[src/rtl/fifo_param.sv]
// Parametrised transaction-layer FIFO with an internal control FSM.
// Define FIFO_FWFT_EN for first-word-fall-through reads.
module fifo_param #(
  parameter int DATA_WIDTH = 10,
  parameter int ADDR_WIDTH = 3
) (
  input  logic                  clk,
  input  logic                  reset,
  input  logic                  init,
  input  logic [ADDR_WIDTH:0]   umbral_superior,
  input  logic [ADDR_WIDTH:0]   umbral_inferior,
  input  logic                  push,
  input  logic [DATA_WIDTH-1:0] data_in,
  input  logic                  pop,
  output logic [DATA_WIDTH-1:0] data_out,
  output logic                  valid_out,
  output logic                  full,
  output logic                  empty,
  output logic                  almost_full,
  output logic                  almost_empty,
  output logic                  error,
  output logic [ADDR_WIDTH:0]   fifo_count,
  output logic [2:0]            state
);

  localparam int DEPTH = 2 ** ADDR_WIDTH;
  localparam logic [ADDR_WIDTH:0] DEPTH_C =
    (ADDR_WIDTH + 1)'(DEPTH);

  typedef enum logic [2:0] {
    S_RESET  = 3'd0,
    S_INIT   = 3'd1,
    S_IDLE   = 3'd2,
    S_ACTIVE = 3'd3,
    S_ERROR  = 3'd4
  } state_t;

  state_t                st;
  state_t                st_nx;
  logic [ADDR_WIDTH-1:0] wr_ptr;
  logic [ADDR_WIDTH-1:0] rd_ptr;
  logic [ADDR_WIDTH:0]   cnt;
  logic [ADDR_WIDTH:0]   cnt_nx;
  logic [ADDR_WIDTH:0]   thr_hi;
  logic [ADDR_WIDTH:0]   thr_lo;
  logic [DATA_WIDTH-1:0] mem [DEPTH];

  logic is_full;
  logic is_empty;
  logic run;
  logic under;
  logic over;
  logic wr_en;
  logic rd_en;
  logic flush;
  logic load_thr;

  assign is_full  = (cnt == DEPTH_C);
  assign is_empty = (cnt == '0);

  // Qualify requests: only IDLE/ACTIVE move data, init wins.
  always_comb begin
    run   = 1'b0;
    under = 1'b0;
    over  = 1'b0;
    wr_en = 1'b0;
    rd_en = 1'b0;
    run   = (st == S_IDLE || st == S_ACTIVE) && !init;
    under = run && pop && is_empty;
    over  = run && push && is_full && !pop;
    rd_en = run && pop && !is_empty;
    wr_en = run && push && !under && (!is_full || pop);
  end

  // Occupancy after this edge's accepted push/pop.
  always_comb begin
    cnt_nx = cnt;
    unique case ({wr_en, rd_en})
      2'b10:   cnt_nx = cnt + 1'b1;
      2'b01:   cnt_nx = cnt - 1'b1;
      default: cnt_nx = cnt;
    endcase
  end

  // Next-state logic for the control FSM.
  always_comb begin
    st_nx = st;
    unique case (st)
      S_RESET: st_nx = S_INIT;
      S_INIT: begin
        if (!init) st_nx = S_IDLE;
      end
      S_IDLE, S_ACTIVE: begin
        if (init)
          st_nx = S_INIT;
        else if (under || over)
          st_nx = S_ERROR;
        else if (cnt_nx == '0)
          st_nx = S_IDLE;
        else
          st_nx = S_ACTIVE;
      end
      S_ERROR: begin
        if (init) st_nx = S_INIT;
      end
      default: st_nx = S_RESET;
    endcase
  end

  assign flush    = (st_nx == S_INIT);
  assign load_thr = (st_nx == S_INIT) || (st == S_INIT);

  // FSM state register.
  always_ff @(posedge clk or posedge reset) begin
    if (reset) st <= S_RESET;
    else       st <= st_nx;
  end

  // Pointers and count; entering or staying in INIT flushes them.
  always_ff @(posedge clk or posedge reset) begin
    if (reset) begin
      wr_ptr <= '0;
      rd_ptr <= '0;
      cnt    <= '0;
    end else if (flush) begin
      wr_ptr <= '0;
      rd_ptr <= '0;
      cnt    <= '0;
    end else begin
      if (wr_en) wr_ptr <= wr_ptr + 1'b1;
      if (rd_en) rd_ptr <= rd_ptr + 1'b1;
      cnt <= cnt_nx;
    end
  end

  // Threshold registers track the ports while in INIT.
  always_ff @(posedge clk or posedge reset) begin
    if (reset) begin
      thr_hi <= '0;
      thr_lo <= '0;
    end else if (load_thr) begin
      thr_hi <= umbral_superior;
      thr_lo <= umbral_inferior;
    end
  end

  // Error flag mirrors residence in ERROR.
  always_ff @(posedge clk or posedge reset) begin
    if (reset) error <= 1'b0;
    else       error <= (st_nx == S_ERROR);
  end

  // Storage array, deliberately not reset.
  always_ff @(posedge clk) begin
    if (wr_en) mem[wr_ptr] <= data_in;
  end

`ifdef FIFO_FWFT_EN
  assign data_out  = mem[rd_ptr];
  assign valid_out = !is_empty;
`else
  // Registered read port with one cycle of latency.
  always_ff @(posedge clk or posedge reset) begin
    if (reset) begin
      data_out  <= '0;
      valid_out <= 1'b0;
    end else begin
      valid_out <= rd_en;
      if (rd_en) data_out <= mem[rd_ptr];
    end
  end
`endif

  assign full         = is_full;
  assign empty        = is_empty;
  assign almost_full  = (st != S_RESET) && (cnt >= thr_hi);
  assign almost_empty = (cnt <= thr_lo);
  assign fifo_count   = cnt;
  assign state        = st;

endmodule

[config.mk]
export PLATFORM = sky130hd
export DESIGN_NAME = fifo_param
export DESIGN_NICKNAME = d
export VERILOG_FILES = /design/src/rtl/fifo_param.sv
export SDC_FILE = /design/constraint.sdc
export NUM_CORES = 1
export LEC_CHECK = 0
export CAP_MARGIN = 10
export CORE_MARGIN = 3
export CORE_UTILIZATION = 57
export DETAILED_ROUTE_END_ITERATION = 8
export HOLD_SLACK_MARGIN = 0.06
export PLACE_DENSITY_LB_ADDON = 0.05
export SYNTH_ARGS = -nofsm -noshare
export SYNTH_HDL_FRONTEND = slang
export SYNTH_SLANG_ARGS = --single-unit
[constraint.sdc]
create_clock -name clk -period 3.2 [get_ports clk]
set_input_delay 0.96 -clock clk [delete_from_list [all_inputs] [get_ports clk]]
set_output_delay 0.96 -clock clk [all_outputs]
set_load 0.005 [all_outputs]
==> impl_summary.txt <==
----------------------------------------------------
[Logic synthesis]
  Distinct cells, synth ... 40
  Avg Synthesized Cell Area ... 15.81 sq um
  Post-Syn Nets ... 336
  Syn Inst Count ... 300
  Number of warning messages in the yosys log ... 0
  Area of the mapped netlist ... 4743 sq um
  Register area share after synthesis ... 68.06%
  Number of synthesized register bits ... 113

[Detailed routing]
  Detail Route Antenna Nets ... 0
  Routed wire per std cell ... 18.99 um
  Number of vias per cell after detailed routing ... 5.583
  Met3 routed wirelength ... 362 um
  Met2 wirelength from detailed routing ... 4.884 mm
  Topmost layer with routed signal wires ... met4
  DRT met1 WL ... 4.004 mm
  DRC violation count after routing ... 0
  Final wirelength ... 9.341 mm
  Violation count after the first detailed-routing iteration ... 143
  Total vias in the final route ... 2747
  Number of detailed-route iterations in the first pass ... 5

[Placed design]
  Port buffer count ... 45
  Gpl congestion ... 0.7769
  Half-perimeter wire length after detailed placement ... 5.838 mm

[CTS]
  Maximum clock insertion buffer count ... 2
  Clock Sink Count ... 113
  Root buffer cell ... clkbuf_8
  Clock Pin Slew Worst Setup and Hold Paths ... 60 ps
  Skew-Pair Late Insertion Delay ... 500 ps
  Total clock buffers created by CTS ... 17
  Count of hold-fix buffers inserted at cts ... 0
  Max H-tree Level ... 4
  TritonCTS clock tree ... yes

[Final layout]
  Leading cell type in the layout, fill and taps excluded ... edfxtp_1
  Layout Nets ... 413
  Fill cell total of the finished layout ... 475
  Ant diodes ... 0
  Utilization after layout ... 76.86%
  Area taken by flip-flops and latches ... 3229 sq um
  Share of post-route cells with drive strength above 1 ... 22.56%
  Multi-input gate area ... 1405 sq um
  Synthesis-to-finish area growth ... 27.80%
  Leading cell types in the layout, fill and taps excluded ... 80 x edfxtp_1, 42 x clkdlybuf4s50_1, 32 x dfrtp_1

[GRT]
  Residual overflow from global routing ... 0
  All-Layer GR Usage ... 21.61%
  Wire length of the first global-routing pass ... 15.39 mm
  Antenna violations before repair ... 0
  Largest net degree at the start of global routing ... 27
  Via count of the first global-routing pass ... 2924

[STA]
  Slew Limit Headroom ... 31.79%
  Tightest Pin Transition ... 1023 ps
  Setup tns final ... 0 ps
  Highest attainable clock frequency ... 0.3244 GHz
  Number of failing hold endpoints at the final stage ... 0
  Number of max-slew violations in the final report ... 0
  Post-route clock period utilization ... 96.34%
  Post-layout min period ... 3083 ps
  Final setup violating endpoints ... 0
  Clock skew ... 8.363 ps
  Setup repair after global routing missed its margin ... no

[Worst setup path]
  Top delay family on crit path ... compound AO/OA/AOI/OAI gates
  Reg2reg setup slack ... 520 ps
  R2r endpoint ... state[0]
  Data required, critical path ... 2240 ps
  Critical path cell sequence ... inv_2 -> ha_1 -> nand2b_1 -> a21o_1 -> a21o_1 -> a21oi_2 -> nor2_1 -> dlygate4sd2_1
  Startpoint-to-endpoint class of the critical path ... reg2out
  Sort of element at the start of the critical path ... register
  Largest incremental delay on the critical path ... 360 ps
  Crit path top cell by count ... a21o_1
  Endpoint type of the worst setup path ... output pin
  Largest fanout on the critical path ... 2
  Cell with the largest stage delay on the worst path ... dfrtp_1
  Arrival time at the worst endpoint ... 2120 ps
  R2R Path Start ... fifo_count[1]
  R2R cell count ... 12
  Buffer and inverter count on the worst path ... 2

[Power]
  Static leakage ... 2.273 nW
  Maximum vdd ir drop ... 0.3389 mV
  Power density over the cells ... 623.5 nW/um^2

[Hold path]
  Number of cells traversed by the worst hold path ... 2
  Worst Hold Path EP ... data_out[9]
  Launch instance of the worst min-delay path ... data_out[9]
  Type of the most critical hold path ... reg2reg

[Floorplanning]
  Die Width ... 97.22 um
  Starting density of the core ... 60.14%
  Die boundary height ... 97.22 um
  Cell Rows ... 32
  Die area ... 9452 sq um
  Placeable core region ... 7888 sq um
  Number of ports placed on the die boundary ... 46

[Run status]
  Run status ... finished, final reports clean

[Flow run]
  Number of max-capacitance violations reported ... 0

----------------------------------------------------
-- per-layer routing --
layer | up-vias | global-route usage, %
met1 | 1385 | 28.51
met2 | 67 | 35.40
li1 | 1285 | -
met5 | - | 0
met4 | 0 | 8.307
met3 | 10 | 4.810
-- sequential cells by signal (all words and copies together), names as in the netlist --
register	count
data_out	10
error	1
fifo_count	4
mem	80
rd_ptr	3
state	3
thr_hi	4
thr_lo	4
valid_out	1
wr_ptr	3
-- cells in the mapped netlist --
cell type  number  area (sq um)
a21o_1          2         15.01
a21oi_1         9         45.04
a2bb2oi_1       1         8.760
a41o_1          1         10.01
a41oi_1         1         8.760
and2_1          1         6.260
and3b_1         2         17.52
buf_2           3         15.01
buf_4           3         22.52
buf_6           1         11.26
clkbuf_1        3         11.26
clkbuf_2        2         10.01
dfrtp_1        33         825.8
edfxtp_1       80          2402
ha_1           13         162.7
inv_1           9         33.78
inv_2           1         3.750
inv_4           1         6.260
mux2_2          2         22.52
mux2i_1        11         110.1
mux4_2         20         450.4
nand2_1        28         105.1
nand2_2         1         6.260
nand2b_1        6         37.54
nand3_4         1         17.52
nor2_1         18         67.56
nor2b_1         4         25.02
nor3_1          4         20.02
nor3b_2         1         12.51
nor4b_1         1         8.760
nor4bb_1        1         10.01
o211a_1         1         10.01
o211ai_1        1         7.510
o21ai_0        19         95.09
o21ai_1         2         10.01
o31ai_1         2         15.01
or3_1           1         6.260
or4_4           1         11.26
xnor2_1         4         35.03
xor2_1          5         43.79
-- cell type report --
cell class	count	share of cell area (%)
sequential	113	53.27
tap	102	2.105
clock buffer	18	7.059
multi-input combinational	164	23.18
timing repair buffer	70	10.73
clock inverter	14	2.931
inverter	11	0.7224
-- cells by family (layout without fill, tap and decap cells) --
kind of cell | count (synthesis) | count (layout) | share of synthesized area, %
AO/OA/AOI/OAI | 39 | 39 | 4.748
XOR/XNOR | 9 | 9 | 1.662
adder cells (fa/ha/maj) | 13 | 13 | 3.429
buffers and inverters | 23 | 113 | 2.400
flip-flops | 113 | 113 | 68.06
multiplexers | 33 | 33 | 12.29
AND/OR/NAND/NOR | 70 | 70 | 7.413
-- worst max path at each step --
stage,cells past startpoint,start,endpoint,slack (ps)
final,8,fifo_count[0],almost_full,120
after floorplan,11,init,state[0],330
after detailed placement,12,init,state[0],-30
after global routing,8,fifo_count[0],almost_full,20
after global placement,12,init,state[0],40
after CTS,8,fifo_count[0],almost_full,50
-- through the flow --
step | std cells | setup slack [ps] | instance area [sq um] | power, mW | hold slack, ps
floorplan | 300 | 334.8 | 4743 | 1.778 | 471.4
global placement | 458 | 36.55 | 5436 | 1.907 | 461.9
finish | 492 | 117.0 | 6062 | 3.780 | 482.4
global route | 492 | 16.52 | 6062 | 3.918 | 526.5
detailed placement | 458 | -30.53 | 5436 | 1.917 | 473.3
CTS | 492 | 53.23 | 6058 | 3.814 | 488.8
-- worst min-delay path: stages, from the launching register on --
cell and delay, ps:
dfrtp_1 340, nand2_1 40, o21ai_0 60
-- report_power, final --
part	leakage, nW	switching, mW	internal (mW)
Sequential	1.16	0.0233	1.61
Clock	0.297	0.675	1.22
Combinational	0.821	0.122	0.129
-- repair_timing --
| item | 4_1_cts | 5_1_grt |
|---|---|---|
| endpoints found under the setup margin | 3 | 1 |
| setup buffers | 2 | 0 |
| pin swaps | 1 | 1 |
| gates resized for setup | 7 | 1 |
(Power assumes the default switching activity.)
